### config.mk
export PLATFORM = sky130hd
export DESIGN_NAME = rx_buffer_ctrl
export DESIGN_NICKNAME = d
export VERILOG_FILES = /design/src/rtl/rx_buffer_ctrl.sv
export SDC_FILE = /design/constraint.sdc
export NUM_CORES = 1
export LEC_CHECK = 0
export BUFFER_PORTS_ARGS = -buffer_cell sky130_fd_sc_hd__buf_2
export CAP_MARGIN = 10
export CORE_ASPECT_RATIO = 1.5
export CORE_UTILIZATION = 45
export CTS_BUF_LIST = sky130_fd_sc_hd__clkbuf_8 sky130_fd_sc_hd__clkbuf_16
export DETAILED_ROUTE_END_ITERATION = 7
export GPL_TIMING_DRIVEN = 1
export PLACE_DENSITY = 0.71
export SLEW_MARGIN = 10
export SYNTH_ARGS = -nofsm -noshare
export SYNTH_HDL_FRONTEND = slang
export SYNTH_SLANG_ARGS = --single-unit
### constraint.sdc
create_clock -name clk -period 1.9 [get_ports clk]
set_clock_uncertainty 0.15 [all_clocks]
set_input_delay 0.095 -clock clk [delete_from_list [all_inputs] [get_ports clk]]
set_output_delay 0.095 -clock clk [all_outputs]
set_load 0.005 [all_outputs]
### src/rtl/rx_buffer_ctrl.sv
// rx_buffer_ctrl: receive-side byte FIFO between the UART receiver datapath and the host.
//
// Each byte announced by the single-cycle load_buffer strobe is stored. The oldest byte is
// presented show-ahead on rx_data, and the consumer acknowledges it with data_read. A byte
// that arrives while the FIFO is full, with no pop in the same cycle, is dropped and sets
// the sticky overrun_error flag.
//
// Parameters:
//   DEPTH         FIFO entries (power of two, 2..16)
//   DATA_W        byte width
// Ports:
//   clk           system clock, rising edge
//   rst           synchronous active-high reset
//   load_buffer   strobe: packet_data holds a valid byte
//   packet_data   received byte
//   data_read     consumer pulse: current rx_data has been taken
//   rx_data       oldest stored byte, 0 when empty
//   data_ready    FIFO non-empty
//   fifo_full     count == DEPTH
//   fifo_count    number of stored bytes
//   overrun_error sticky: a byte was dropped; cleared by an accepted pop
module rx_buffer_ctrl #(
  parameter int unsigned DEPTH  = 4,
  parameter int unsigned DATA_W = 8
) (
  input  logic                     clk,
  input  logic                     rst,
  input  logic                     load_buffer,
  input  logic [DATA_W-1:0]        packet_data,
  input  logic                     data_read,
  output logic [DATA_W-1:0]        rx_data,
  output logic                     data_ready,
  output logic                     fifo_full,
  output logic [$clog2(DEPTH):0]   fifo_count,
  output logic                     overrun_error
);

  localparam int unsigned PtrW = $clog2(DEPTH);
  localparam int unsigned CntW = PtrW + 1;

  logic [DATA_W-1:0] mem_q [DEPTH];
  logic [PtrW-1:0]   wr_ptr_q, wr_ptr_d;
  logic [PtrW-1:0]   rd_ptr_q, rd_ptr_d;
  logic [CntW-1:0]   count_q, count_d;
  logic              overrun_q, overrun_d;

  logic empty, full;
  logic pop_ok, push_ok, drop;

  // Flags come from the registered count; pointer equality alone is ambiguous.
  assign empty = (count_q == '0);
  assign full  = (count_q == CntW'(DEPTH));

  // A push at full is still accepted when a pop frees the head slot in the same cycle.
  assign pop_ok  = data_read && !empty;
  assign push_ok = load_buffer && (!full || pop_ok);
  assign drop    = load_buffer && !push_ok;

  always_comb begin
    wr_ptr_d  = wr_ptr_q;
    rd_ptr_d  = rd_ptr_q;
    count_d   = count_q;
    overrun_d = overrun_q;

    if (push_ok) begin
      wr_ptr_d = wr_ptr_q + PtrW'(1);
    end
    if (pop_ok) begin
      rd_ptr_d = rd_ptr_q + PtrW'(1);
    end

    unique case ({push_ok, pop_ok})
      2'b10:   count_d = count_q + CntW'(1);
      2'b01:   count_d = count_q - CntW'(1);
      default: count_d = count_q;
    endcase

    // A fresh drop takes priority over the clear from a pop.
    if (drop) begin
      overrun_d = 1'b1;
    end else if (pop_ok) begin
      overrun_d = 1'b0;
    end
  end

  always_ff @(posedge clk) begin
    if (rst) begin
      wr_ptr_q  <= '0;
      rd_ptr_q  <= '0;
      count_q   <= '0;
      overrun_q <= 1'b0;
    end else begin
      wr_ptr_q  <= wr_ptr_d;
      rd_ptr_q  <= rd_ptr_d;
      count_q   <= count_d;
      overrun_q <= overrun_d;
    end
  end

  // Storage needs no reset: entries are only visible once counted.
  always_ff @(posedge clk) begin
    if (!rst && push_ok) begin
      mem_q[wr_ptr_q] <= packet_data;
    end
  end

  always_comb begin
    rx_data = '0;
    if (!empty) begin
      rx_data = mem_q[rd_ptr_q];
    end
  end

  assign data_ready    = !empty;
  assign fifo_full     = full;
  assign fifo_count    = count_q;
  assign overrun_error = overrun_q;

endmodule

==> impl_metrics.json <==
{
  "status": "finished, final reports clean",
  "required_ns": 1.97,
  "cts.sinks": 42,
  "cts_made_buffers": 5,
  "die_area_mm2": 0.00440,
  "yosysSeqAreaShare_pct": 62.4,
  "cp_data_arrival_time_ns": 1.87,
  "maxSlewViolCount": 0,
  "async_flop_share_pct": 0,
  "area_growth_pct": 25.5,
  "synth_fp_nets": 140,
  "clock_path_buffers": 2,
  "hold_slack_ns": 0.0692,
  "synth_top_family_by_area": "simple AND/OR/NAND/NOR gates",
  "p_per_area_mw_per_mm2": 960,
  "min_from": "load_buffer",
  "clk_latency_ns": 0.29,
  "worstSetupEndpointType": "flop",
  "synth_top_cell_by_area": "edfxtp_1",
  "drive_gt1_share_pct": 37.6,
  "crit_type": "reg2reg",
  "avgSynthCellArea_um2": 15.1,
  "crit_fanout": 6,
  "synth_top_cells_by_count": "edfxtp_1, dfxtp_1, mux4_2, nor2b_1, inv_1",
  "first_pass_iters": 4,
  "num_io_pins": 26,
  "hold_viol": 0,
  "synth_xor_area_share_pct": 1.88,
  "vias": 1157,
  "grt_max_degree": 14,
  "ys.flop_type": "edfxtp_1",
  "remaining_drc_errors": 0,
  "clock-root-buffer": "clkbuf_8",
  "ys_warn_count": 0,
  "finalSetupViolations": 0,
  "leakagePower_nw": 0.864,
  "synth_area_mm2": 0.00186,
  "grt_pass1_vias": 1204,
  "synth-simple-area-share_pct": 11.4,
  "synth_edf_count": 32,
  "synthAdderAreaFrac_pct": 3.77,
  "final_area_mm2": 0.00233,
  "final_antenna_net_count": 0,
  "reg2reg_from": "fifo_count[0]",
  "yosysMostFrequentCell": "edfxtp_1",
  "place_area_mm2": 0.00211,
  "dpl.hpwl_um": 2430,
  "die_h_um": 80.7,
  "grt_overflow": 0,
  "r2r-end": "fifo_count[2]",
  "finalCritPeriodShare_pct": 94.9,
  "ir_drop_v": 0.000512,
  "synth_top_cell_area_share_pct": 51.7,
  "start_util_pct": 47.0,
  "max_slew_margin_pct": 74.8,
  "syn_inst": 123,
  "grt_pass1_wl_um": 5490,
  "ys_types": 37,
  "timing.fmax_mhz": 554,
  "whs_path_depth": 4,
  "totalWireLength_um": 3410,
  "cts_tree": "built",
  "drv_cap": 0,
  "wl_per_cell_um": 15.9,
  "synthTopCellsByArea": "edfxtp_1, dfxtp_1, mux4_2",
  "rrSetupSlack_ns": 0.1,
  "min_path_type": "in2reg",
  "hold_end": "wr_ptr_q[1]",
  "clk_pin_slew_worst_paths_ns": 0.08,
  "track_usage_pct": 18.1,
  "place.gp.congestion": 0.747,
  "antenna_found_initial": 0,
  "synth_compound_area_share_pct": 5.85,
  "htreeDepth": 2,
  "die_w_um": 54.5,
  "io_buffers": 25,
  "layout.nets": 186,
  "layout_min_cycle_time_ns": 1.80,
  "r2r.worst_path.cells": 7,
  "drtIter0Drc": 37,
  "yosys-mux-area-fraction_pct": 9.69,
  "critPathLaunchType": "flop",
  "core_area_mm2": 0.00396,
  "synth-seq-cells": 42,
  "tightest_slew_ns": 0.378,
  "routed_via_density": 5.38,
  "antenna_cells": 0,
  "rows": 28,
  "power_mw": 2.24
}
timing repair:
| item | in CTS | in global routing |
|---|---|---|
| setup buffers | 0 | 1 |
| hold buffers | 9 | 0 |
| resized for setup | 0 | 6 |
| endpoints found under the setup margin | 0 | 10 |
| endpoints found under the hold margin | 42 | 0 |
power breakdown:
| group | leakage, nW | total (mW) | internal (mW) | switching (mW) |
|---|---|---|---|---|
| clock | 0.0556 | 0.676 | 0.386 | 0.290 |
| combinational | 0.435 | 0.490 | 0.263 | 0.227 |
| sequential | 0.373 | 1.08 | 1.03 | 0.0404 |
| total | 0.864 | 2.24 | 1.68 | 0.557 |
layout by cell type (no fill, tap or decap), drive strengths merged, types with 4 or more instances in the layout:
cell type,netlist,routed
clkbuf,2,5
dfxtp,10,10
nor2b,8,8
dlygate4sd3,0,9
a21oi,5,5
nor2,5,5
edfxtp,32,32
mux4,8,8
inv,7,8
buf,6,38
and2,5,5
ha,4,4
kinds of logic after synthesis:
logic type	Yosys count
buf+inv	15
simple gates	33
compound gates	16
xor+xnor	4
flops	42
fa+ha+maj	5
mux	8
how the worst max path moves through the flow:
stage,from,end,slack [ns],depth (start not counted)
after global routing,fifo_count[0],fifo_count[2],-0.01,7
after CTS,fifo_count[0],fifo_count[2],0.01,7
after global placement,fifo_count[1],mem_q[3][4],0.16,5
final,fifo_count[0],fifo_count[2],0.1,7
after detailed placement,fifo_count[0],fifo_count[2],0.03,7
after floorplan,fifo_count[2],fifo_count[2],0.04,8
worst max-delay path, cell delays in order, from the launching register on:
cell	delay, ns
dfxtp_4	0.38
nor3_4	0.21
inv_1	0.09
nand3_2	0.10
fa_2	0.21
nand3b_1	0.10
or3_1	0.33
a31oi_1	0.17
area by class of cell:
type | instances | area (um2)
Fill cell | 317 | 1630
Sequential cell | 42 | 1170
Multi-Input combinational cell | 66 | 621
Timing Repair Buffer | 47 | 354
Clock buffer | 5 | 68.8
Tap cell | 45 | 56.3
Clock inverter | 3 | 41.3
Inverter | 7 | 26.3
routing by layer:
metal | track usage, % | share of wire (%) | vias up
met4 | 7.69 | 1.5 | 0
met3 | 5.11 | 3.9 | 6
met5 | 0 | 0 | -
met2 | 32.8 | 58 | 40
met1 | 18.4 | 37 | 567
li1 | - | - | 544
metrics by stage:
stage                     TNS (ns)  setup slack [ns]  utilization (%)  cells
after floorplan                  0            0.0392                -    123
after global placement           0             0.160             53.3    197
after global routing       -0.0103           -0.0103             58.9    215
after CTS                        0            0.0108             58.3    214
after detailed placement         0            0.0323             53.3    197
final                            0            0.0960             58.9    215
state kept, by name (all words and copies together), names as in the netlist, named ones only:
signal	cells
overrun_error	1
wr_ptr_q	2
mem_q	32
fifo_count	3
rd_ptr_q	2
(Power assumes the default switching activity.)
